--- config.mk ---
export PLATFORM = sky130hd
export DESIGN_NAME = hazard_scoreboard_ctrl
export DESIGN_NICKNAME = d
export VERILOG_FILES = /design/src/rtl/hazard_scoreboard_ctrl.sv
export SDC_FILE = /design/constraint.sdc
export NUM_CORES = 1
export LEC_CHECK = 0
export BUFFER_PORTS_ARGS = -buffer_cell sky130_fd_sc_hd__buf_4
export CORE_MARGIN = 2
export CORE_UTILIZATION = 45
export DETAILED_ROUTE_END_ITERATION = 8
export GPL_TIMING_DRIVEN = 0
export HOLD_SLACK_MARGIN = 0.06
export PLACE_DENSITY = 0.62
export SYNTH_ARGS = -nofsm -noshare
export SYNTH_HDL_FRONTEND = slang
export SYNTH_SLANG_ARGS = --single-unit
export TNS_END_PERCENT = 30
--- constraint.sdc ---
create_clock -name clk -period 4.7 [get_ports clk]
set_clock_uncertainty 0.05 [all_clocks]
set_input_delay 0.705 -clock clk [delete_from_list [all_inputs] [get_ports clk]]
set_output_delay 0.705 -clock clk [all_outputs]
set_load 0.05 [all_outputs]
--- src/rtl/hazard_scoreboard_ctrl.sv ---
// Decode-stage interlock and forwarding controller: a per-GPR pending-write
// scoreboard plus combinational stall and operand-source selection.
module hazard_scoreboard_ctrl #(
    parameter bit FWD_EN = 1'b1,
    parameter int CNT_W  = 2,
    parameter int PERF_W = 32
) (
    input  logic              clk,
    input  logic              reset,
    input  logic              ds_valid,
    input  logic [4:0]        ds_raddr1,
    input  logic [4:0]        ds_raddr2,
    input  logic              ds_rs1_used,
    input  logic              ds_rs2_used,
    input  logic              ds_rf_we,
    input  logic [4:0]        ds_dest,
    input  logic              es_allowin,
    input  logic              es_valid,
    input  logic              es_rf_we,
    input  logic [4:0]        es_dest,
    input  logic              es_is_load,
    input  logic              ms_valid,
    input  logic              ms_rf_we,
    input  logic [4:0]        ms_dest,
    input  logic              ms_is_load,
    input  logic              ms_data_ok,
    input  logic              ws_valid,
    input  logic              ws_rf_we,
    input  logic [4:0]        ws_dest,
    output logic              ds_stall,
    output logic              ds_issue,
    output logic [1:0]        fwd_sel1,
    output logic [1:0]        fwd_sel2,
    output logic              sb_busy,
    output logic              sb_error,
    output logic [PERF_W-1:0] stall_cycles
);

    localparam logic [CNT_W-1:0] CNT_MAX = '1;

    logic [CNT_W-1:0] cnt [32];

    logic [1:0][4:0] raddr;
    logic [1:0]      used;
    logic [1:0]      pend;
    logic [1:0]      hazard;
    logic [1:0]      mismatch;
    logic [1:0][1:0] prod;
    logic            inc;
    logic            dec;
    logic            same_reg;
    logic [31:0]     inc_vec;
    logic [31:0]     dec_vec;
    logic            err_set;

    // NOTE: every signal written here gets a default first, so no path leaves a latch.
    always_comb begin
        raddr    = {ds_raddr2, ds_raddr1};
        used     = {ds_rs2_used, ds_rs1_used};
        pend     = '0;
        hazard   = '0;
        mismatch = '0;
        prod     = '0;
        for (int s = 0; s < 2; s++) begin
            pend[s] = used[s] && (raddr[s] != 5'd0) && (cnt[raddr[s]] != '0);
            // Youngest writer wins: EX, then MEM, then WB.
            if (es_valid && es_rf_we && (es_dest == raddr[s])) begin
                prod[s]   = 2'b01;
                hazard[s] = pend[s] && es_is_load;
            end else if (ms_valid && ms_rf_we && (ms_dest == raddr[s])) begin
                prod[s]   = 2'b10;
                hazard[s] = pend[s] && ms_is_load && !ms_data_ok;
            end else if (ws_valid && ws_rf_we && (ws_dest == raddr[s])) begin
                prod[s]   = 2'b11;
            end else begin
                hazard[s]   = pend[s];
                mismatch[s] = pend[s];
            end
        end

        if (FWD_EN) ds_stall = ds_valid && (hazard != '0);
        else        ds_stall = ds_valid && (pend != '0);

        fwd_sel1 = (FWD_EN && pend[0] && !ds_stall) ? prod[0] : 2'b00;
        fwd_sel2 = (FWD_EN && pend[1] && !ds_stall) ? prod[1] : 2'b00;
        ds_issue = ds_valid && !ds_stall && es_allowin;

        inc      = ds_issue && ds_rf_we && (ds_dest != 5'd0);
        dec      = ws_valid && ws_rf_we && (ws_dest != 5'd0);
        same_reg = inc && dec && (ds_dest == ws_dest);
        inc_vec  = inc ? (32'd1 << ds_dest) : 32'd0;
        dec_vec  = dec ? (32'd1 << ws_dest) : 32'd0;

        err_set  = (FWD_EN && ds_valid && (mismatch != '0))
                || (inc && !same_reg && (cnt[ds_dest] == CNT_MAX))
                || (dec && !same_reg && (cnt[ws_dest] == '0));

        sb_busy = 1'b0;
        for (int r = 0; r < 32; r++) begin
            if (cnt[r] != '0) sb_busy = 1'b1;
        end
    end

    // NOTE: state registers use non-blocking assignments so every counter samples pre-edge values.
    always_ff @(posedge clk) begin
        if (reset) begin
            // NOTE: the counter array is architectural state and must be cleared, unlike a data RAM.
            for (int r = 0; r < 32; r++) cnt[r] <= '0;
            sb_error     <= 1'b0;
            stall_cycles <= '0;
        end else begin
            for (int r = 0; r < 32; r++) begin
                if (inc_vec[r] && !dec_vec[r]) begin
                    if (cnt[r] != CNT_MAX) cnt[r] <= cnt[r] + 1'b1;
                end else if (dec_vec[r] && !inc_vec[r]) begin
                    if (cnt[r] != '0) cnt[r] <= cnt[r] - 1'b1;
                end
            end
            if (err_set) sb_error <= 1'b1;
            if (ds_valid && ds_stall && (stall_cycles != '1))
                stall_cycles <= stall_cycles + 1'b1;
        end
    end

endmodule

* Word level (Yosys, flattened, before mapping)
Memory sizes are Yosys's and may differ from the RTL's.
Cells that the tools add are included.
** Storage, ports and cells
- Register bits after elaboration :: 33
- Memory bits (writable) :: 64
- Output and inout bits :: 40
- Word-level logic and storage cells :: 790
- Memories :: 1
** Operators by class
- $add $sub $neg :: 65
- Eq/ne operators :: 41
- Shift-type cells :: 2
- Multiplexer cells :: 405
- Bitwise gates (word level) :: 64
- Reductions and logical operators :: 210
** Memories
- cnt :: words 32, bits a word 2, rd ports 36, clocked after memory_dff 0, write ports 32, RTL line 41 : logic [CNT_W-1:0] cnt [32];
** Operators with widths (number)
- two-way mux 1 bit :: 331
- two-way mux 2 bit :: 72
- logical AND 1 bit :: 100
- nonzero test 2 bit :: 36
- zero test 1 bit :: 67
- adder 2 x 1 -> 2 bit, second input constant :: 32
- two-way mux 32 bit :: 2
- != test 2 bit, second input constant :: 32
- OR 1 bit :: 64
- left shift 1 x 5 -> 32 bit, first input constant :: 2
- subtractor 2 x 1 -> 2 bit, second input constant :: 32
- == test 5 bit :: 7
- adder 32 x 1 -> 32 bit, second input constant :: 1
- != test 32 bit, second input constant :: 1
- nonzero test 5 bit :: 4
- == test 2 bit, second input constant :: 1
- zero test 2 bit :: 1
- logical OR 1 bit :: 2

* Logic depth before layout (Yosys ltp)
Gate-level depths: netlist of run 1.
- Depth after elaboration :: 33
- Mapped depth :: 13
- Depth with buffers taken out :: 9

* Least setup slack after synthesis of run 1
OpenSTA, ideal clock, no wires.
- Kind :: input -> output
- Start :: input ws_dest[3]
- End :: output fwd_sel2[0]
- Data arrival time :: 3.872 ns
- Required time :: 3.945 ns
- Path slack :: 0.073 ns
- Stages :: 11
- Path through :: clkbuf_1 > xnor2_1 > nand4_1 > nor3_1 > mux2i_1 > mux2i_1 > o2bb2ai_1 > buf_2 > and2_1 > nor2b_1 > a21boi_0
** On the way
- Word-level cells in the longest chain between the ends :: 10
** RTL lines
- start, declared :: RTL line 29 : input logic [4:0] ws_dest,
- == test 5 bit :: RTL line 73 : end else if (ws_valid && ws_rf_we && (ws_dest == raddr[s])) begin
- logical AND 1 bit :: RTL line 73
- two-way mux 1 bit :: RTL line 73
- two-way mux 1 bit :: RTL line 70 : end else if (ms_valid && ms_rf_we && (ms_dest == raddr[s])) begin
- two-way mux 1 bit :: RTL line 67 : if (es_valid && es_rf_we && (es_dest == raddr[s])) begin
- nonzero test 2 bit * :: RTL line 81 : if (FWD_EN) ds_stall = ds_valid && (hazard != '0);
- logical AND 1 bit * :: RTL line 81
- via ds_stall :: RTL line 30 : output logic ds_stall,
- zero test 1 bit * :: RTL line 85 : fwd_sel2 = (FWD_EN && pend[1] && !ds_stall) ? prod[1] : 2'b00;
- logical AND 1 bit * :: RTL line 85
- two-way mux 2 bit * :: RTL line 85
- end, declared :: RTL line 33 : output logic [1:0] fwd_sel2,
Mark *: on every way through the listed nets, which the timed path passes. The rest lies on a longest branch.

* Final worst setup path of run 1
- Start :: input ds_raddr2[3]
- End :: output ds_issue
** On the way
- Word-level cells in the longest chain between the ends :: 12
** RTL lines
- start, declared :: RTL line 12 : input logic [4:0] ds_raddr2,
- memory (32 x 2 bit) / nonzero test 5 bit (equally long branches)
- nonzero test 2 bit / logical AND 1 bit (equally long branches) :: RTL line 65 : pend[s] = used[s] && (raddr[s] != 5'd0) && (cnt[raddr[s]] != '0);
- logical AND 1 bit :: RTL line 65
- logical AND 1 bit (2 in series) :: RTL line 72 : hazard[s] = pend[s] && ms_is_load && !ms_data_ok;
- two-way mux 1 bit :: RTL line 70
- two-way mux 1 bit * :: RTL line 67
- nonzero test 2 bit * :: RTL line 81
- logical AND 1 bit * :: RTL line 81
- zero test 1 bit * :: RTL line 86 : ds_issue = ds_valid && !ds_stall && es_allowin;
- logical AND 1 bit * (2 in series) :: RTL line 86
- end, declared :: RTL line 31 : output logic ds_issue,
Mark *: on every way between the ends. The rest lies on a longest branch, timed or not.

==> results of run 1 <==
[cells by family after synthesis]
family,after synthesis
AOI/OAI and AO/OA,168
xor gates and xnor gates,62
adders and majority gates,3
buffers and inverters,86
DFF,97
muxes,54
other,1
and+or+nand+nor,486
[synth_stat cells, types with 4 or more instances]
| cell | number | share of area |
|---|---|---|
| a21oi_1 | 50 | 0.031 |
| clkbuf_1 | 39 | 0.018 |
| nor3b_1 | 15 | 0.014 |
| or2_2 | 7 | 0.0054 |
| mux2i_1 | 15 | 0.018 |
| xor2_1 | 27 | 0.029 |
| a22oi_1 | 5 | 0.0046 |
| a311oi_1 | 6 | 0.0064 |
| o211ai_1 | 11 | 0.010 |
| nor4_1 | 22 | 0.017 |
| nand3b_1 | 6 | 0.0055 |
| a211oi_1 | 5 | 0.0046 |
| edfxtp_1 | 64 | 0.24 |
| and4_1 | 5 | 0.0054 |
| nor2b_1 | 14 | 0.011 |
| a211o_1 | 5 | 0.0054 |
| nand4_1 | 46 | 0.035 |
| inv_1 | 22 | 0.010 |
| and3_1 | 15 | 0.012 |
| nor2_1 | 123 | 0.057 |
| nand4b_1 | 5 | 0.0054 |
| buf_2 | 12 | 0.0074 |
| o311ai_0 | 5 | 0.0054 |
| xnor2_1 | 35 | 0.038 |
| dfxtp_1 | 33 | 0.081 |
| nand2_1 | 95 | 0.044 |
| nor3_1 | 36 | 0.022 |
| or3_1 | 15 | 0.012 |
| mux4_2 | 31 | 0.086 |
| o31ai_1 | 4 | 0.0037 |
| mux2_2 | 8 | 0.011 |
| o21ai_0 | 29 | 0.018 |
| nand2b_1 | 15 | 0.012 |
| nand3_1 | 41 | 0.025 |
| and2_1 | 8 | 0.0061 |
| buf_1 | 4 | 0.0018 |
| o2111ai_1 | 4 | 0.0043 |
| or4_1 | 5 | 0.0046 |
| a311o_1 | 13 | 0.016 |
[stage by stage]
stage	utilization	setup TNS, ns	power (W)
finish	0.521	0	0.00230
global route	0.521	0	0.00237
detailed placement	0.503	-0.0426	0.00147
floorplan	-	0	0.00130
global placement	0.503	-0.0519	0.00146
CTS	0.521	0	0.00230
[layout make-up]
| type | count | area [sq um] |
|---|---|---|
| Antenna cell | 2 | 5.00 |
| Clock inverter | 4 | 53.8 |
| Clock buffer | 12 | 279 |
| Tap cell | 229 | 287 |
| Sequential cell | 97 | 2580 |
| Fill cell | 1713 | 8570 |
| Multi-Input combinational cell | 775 | 5210 |
| Inverter | 24 | 90.1 |
| Buffer | 62 | 280 |
| Timing Repair Buffer | 73 | 548 |
[layer usage]
metal / GRT usage / vias to the layer above / share of wire
li1: - / 3796 / -
met1: 0.355 / 3831 / 0.41
met2: 0.434 / 395 / 0.46
met3: 0.0449 / 75 / 0.083
met4: 0.140 / 0 / 0.042
met5: 0 / - / 0
[power breakdown]
part           internal, W  total, W  switching, W
Clock             0.000482  0.000838      0.000356
Combinational     0.000175  0.000483      0.000308
Sequential        0.000945  0.000975     0.0000301
[tightest hold or removal path, stage by stage, from the launching register on]
cell	delay, ns
dfxtp_1	0.33
o21ai_0	0.08
a21oi_1	0.06
[how the worst max path moves through the flow]
stage / startpoint / endpoint / slack, ns / cells after the start
2_1_floorplan: ws_dest[3] / fwd_sel2[0] / 0.07 / 11
3_3_place_gp: ws_dest[4] / cnt[23][0] / -0.03 / 11
3_5_place_dp: ws_dest[4] / cnt[23][0] / -0.02 / 11
4_1_cts: cnt[23][0] / cnt[23][1] / 0.22 / 10
5_1_grt: cnt[23][0] / fwd_sel2[0] / 0.05 / 11
6_report: ds_raddr2[3] / ds_issue / 0.22 / 12
[registers in the layout, summed over array words and instances, names as in the netlist]
name / count
sb_error: 1
cnt: 64
stall_cycles: 32
[repair_timing]
item	4_1_cts	5_1_grt
gates resized for setup	0	1
hold buffers	0	0
hold endpoints to repair	0	0
setup endpoints to repair	0	2
==> impl_metrics.tcl, run 1 <==
set metrics [dict create \
    postCtsSetupRepairBufs 0 \
    dr.pass1.iters 9 \
    synth_edf_count 64 \
    start_util 0.456 \
    layout_common_cells "nor2_1, nand2_1, buf_4" \
    synth-main-ff-cell "edfxtp_1" \
    grt_max_degree 18 \
    wirelength_microns 26800 \
    finalWorstSetupSlack_ns 0.224 \
    ys_seq_elements 97 \
    vias 8097 \
    path_delay_family "buffers and inverters" \
    synth_simple_gate_area_frac 0.308 \
    crit_slowest_cell "buf_1" \
    period_share 0.952 \
    fmax_mhz 223 \
    tightest_slew_ns 0.998 \
    hold_path_class "reg2reg" \
    failed_checks "design-rule violations" \
    dp.final_hpwl_microns 20400 \
    cts-root-buf "clkbuf_16" \
    final_common_cell "nor2_1" \
    ys_seq_area_frac 0.317 \
    path_max_fanout 10 \
    wl_per_cell_microns 20.9 \
    portBuffers 73 \
    grt-ovfl-total 0 \
    r2r_setup_slack_ns 0.31 \
    crit_arrival_ns 3.72 \
    die_h_microns 139 \
    num_rows 49 \
    synth_top_family_by_area "simple AND/OR/NAND/NOR gates" \
    dr.first_iter.drc_count 712 \
    max-slew-margin-rel 0.332 \
    final_hold_viol_count 0 \
    ios 86 \
    fin_cells 1278 \
    drive_above_1_share 0.159 \
    dieArea_sq_um 19200 \
    synth-compound-area-share 0.144 \
    syn_avg_cell_area_sq_um 8.53 \
    hold_start "stall_cycles[28]" \
    fin_nets 1091 \
    die_w_microns 139 \
    htreeDepth 3 \
    crit_chain "buf_4 > buf_2 > xor2_1 > nor4_1 > nand4_1 > or2_2 > a31oi_2 > o2bb2ai_1 > buf_2 > buf_1 > nor2_1 > buf_4" \
    rr_worst_depth 10 \
    gp_congestion 0.970 \
    synthToLayoutAreaGrowth_pct 14.4 \
    place_inst 1260 \
    antenna_found_initial 2 \
    routed_via_density 6.34 \
    synthAdderAreaFrac 0.00460 \
    timing.hold.ws_ns 0.457 \
    critPathKind "in2out" \
    fin_area_sq_um 9340 \
    cts_max_path_buffers 2 \
    synth_xor_area_frac 0.0666 \
    clock_sinks 97 \
    p_leak_nw 3.17 \
    yosys_warnings 0 \
    cts_buffers 9 \
    tritoncts "built" \
    netlist_area_sq_um 8160 \
    cp_slowest_stage_delay_ns 0.49 \
    startpoint_type "input pin" \
    core_sq_um 17900 \
    period_needed_ns 4.48 \
    place_ws_ns -0.0213 \
    drv_cap 0 \
    grt_pass1_wl_microns 41200 \
    cp.required_ns 3.94 \
    drt_drc_violations_left 2 \
    muxShareOfSynthArea 0.115 \
    crit_path_end_kind "output port" \
    reg2reg_from "cnt[23][0]" \
    cp_num_buf_inv 5 \
    rsz0062_at_grt "no" \
    status "finished, violations left" \
    ir_drop_mv 0.189 \
    worst_skew_pair.late_latency_ns 0.36 \
    finalSetupViolCount 0 \
    synthCells 957 \
    worstHoldPathCells 2 \
    synth_cell_types 76 \
    track_usage 0.271 \
    async_reset_ff_frac 0 \
    min_to "stall_cycles[28]" \
    reg2reg_to "cnt[23][1]" \
    first_global_vias 7373 \
    power.density_nw_per_um2 246 \
    slew_viol_final 0 \
    placed_cell_area_sq_um 9000 \
    path_clk_slew_ns 0.07 \
    antenna_left 0 \
]
Power figures use the tool's default switching activity.
==> inputs of run 2 (changes only) <==
- CORE_UTILIZATION: 45 -> 40
- PLACE_DENSITY: 0.62 -> 0.56
==> run 2 against run 1 <==
Effect of this change: the flow now finishes without violations; largest cell class unchanged; design area grew 0.46%; die area grew 12%; combinational power grew 1%; hold slack lost 0.0053 ns; sequential share of layout area shrank 0.13 points; register-to-register slack gained 0.02 ns; utilization shrank 5.5 points; highest routed layer is now met5; clock-buffer cell count shrank 1; maximum frequency grew 2.1%; non-clock buffer count is the same.
==> impl_metrics.tcl, run 2 (same netlist as run 1, synthesis figures left out) <==
set metrics [dict create \
    fmax_mhz 228 \
    drv_cap 0 \
    first_global_vias 7669 \
    cts_max_path_buffers 2 \
    place_inst 1301 \
    p_leak_nw 3.17 \
    ir_drop_mv 0.174 \
    gp_congestion 0.940 \
    crit_chain "nor2_1 > mux4_2 > nor2_1 > nor4b_1 > a311oi_4 > o2bb2ai_1 > buf_2 > and2_1 > nor2b_1 > a21boi_0 > buf_4" \
    grt-ovfl-total 0 \
    path_clk_slew_ns 0.08 \
    path_common_cell "nor2_1" \
    num_rows 52 \
    tightest_slew_ns 1.06 \
    fillers 1969 \
    finalSetupViolCount 0 \
    cp_slowest_stage_delay_ns 0.58 \
    cp.required_ns 3.94 \
    power.density_nw_per_um2 241 \
    worst_skew_pair.late_latency_ns 0.37 \
    synthToLayoutAreaGrowth_pct 14.9 \
    start_util 0.406 \
    period_share 0.933 \
    num_antenna_cells 0 \
    final_hold_viol_count 0 \
    cts_buffers 9 \
    layout_common_cells "nor2_1, nand2_1, buf_4" \
    startpoint_type "register" \
    vias 8069 \
    dr.pass1.iters 6 \
    tritoncts "built" \
    crit_path_end_kind "output port" \
    portBuffers 73 \
    hold_path_class "reg2reg" \
    drt_drc_violations_left 0 \
    cts_hold_buf 0 \
    postCtsSetupRepairBufs 0 \
    dp.final_hpwl_microns 21100 \
    dr.first_iter.drc_count 695 \
    grt_max_degree 18 \
    period_needed_ns 4.38 \
    finalWorstSetupSlack_ns 0.317 \
    crit_slowest_cell "nor4b_1" \
    max-slew-margin-rel 0.293 \
    antenna_found_initial 1 \
    placed_cell_area_sq_um 9050 \
    final_common_cell "nor2_1" \
    htreeDepth 3 \
    die_h_microns 147 \
    drive_above_1_share 0.160 \
    fin_area_sq_um 9380 \
    cts-root-buf "clkbuf_16" \
    largest_register_ffs 64 \
    crit_arrival_ns 3.63 \
    grt_pass1_wl_microns 43300 \
    core_sq_um 20100 \
    wirelength_microns 27800 \
    ios 86 \
    place_ws_ns -0.0788 \
    largest-register "cnt" \
    path_max_fanout 10 \
    rsz0062_at_grt "no" \
    top_regs "cnt (64), stall_cycles (32), sb_error (1)" \
    critPathKind "reg2out" \
    die_w_microns 147 \
    wl_per_cell_microns 21.1 \
    slew_viol_final 0 \
    track_usage 0.257 \
    fin_nets 1091 \
    status "finished clean" \
    fin_cells 1317 \
    dieArea_sq_um 21600 \
    clock_sinks 97 \
    antenna_left 0 \
    routed_via_density 6.13 \
]
run 2: repair_timing:
| item | CTS | global route |
|---|---|---|
| endpoints found under the setup margin | 0 | 2 |
| endpoints found under the hold margin | 0 | 0 |
| resized for setup | 0 | 2 |
run 2: through the flow:
stage | total power [W] | hold WS, ns | TNS (ns) | util
after detailed placement | 0.00147 | 0.440 | -0.157 | 0.450
after global routing | 0.00234 | 0.482 | 0 | 0.466
after floorplan | 0.00130 | 0.497 | 0 | -
final | 0.00226 | 0.452 | 0 | 0.466
after CTS | 0.00226 | 0.451 | 0 | 0.466
after global placement | 0.00147 | 0.437 | -0.234 | 0.450
run 2: metal layers:
layer  vias up  part of all wire  track usage
met5         -           0.00047            0
met3        62             0.086       0.0419
li1       3784                 -            -
met4         2             0.034        0.106
met1      3826              0.42        0.342
met2       395              0.46        0.418
run 2: critical path, delay by kind of cell (launching register included):
family                 cells  cell delay [ns]
flip-flops                 1             0.47
multiplexers               1             0.34
buffers and inverters      2             0.46
AND/OR/NAND/NOR            5             1.50
AO/OA/AOI/OAI              3             0.49
run 2: layout make-up:
| type | count | area [sq um] | area share |
|---|---|---|---|
| multi-input cells | 775 | 5220 | 0.557 |
| flip-flops and latches | 97 | 2580 | 0.275 |
| repair buffers | 73 | 548 | 0.0584 |
| well taps | 270 | 338 | 0.0360 |
| plain buffers | 62 | 282 | 0.0300 |
| clock buffers | 11 | 275 | 0.0294 |
| inverters | 24 | 90.1 | 0.00961 |
| clock inverters | 5 | 41.3 | 0.00440 |
run 2: power breakdown:
part | total, W | switching, W | leakage [nW] | internal [W]
Combinational | 0.000490 | 0.000313 | 2.09 | 0.000177
Sequential | 0.000975 | 0.0000302 | 0.922 | 0.000945
Clock | 0.000798 | 0.000368 | 0.154 | 0.000430
run 2: path summary, 6_finish.rpt:
kind / end / startpoint / slack (ns) / cells after the start
worst min register to register: stall_cycles[28] / stall_cycles[28] / 0.45 / 2
worst min-delay path: stall_cycles[28] / stall_cycles[28] / 0.45 / 2
worst max register to register: cnt[23][0] / cnt[16][0] / 0.33 / 10
worst max-delay path: fwd_sel2[0] / cnt[16][0] / 0.32 / 11
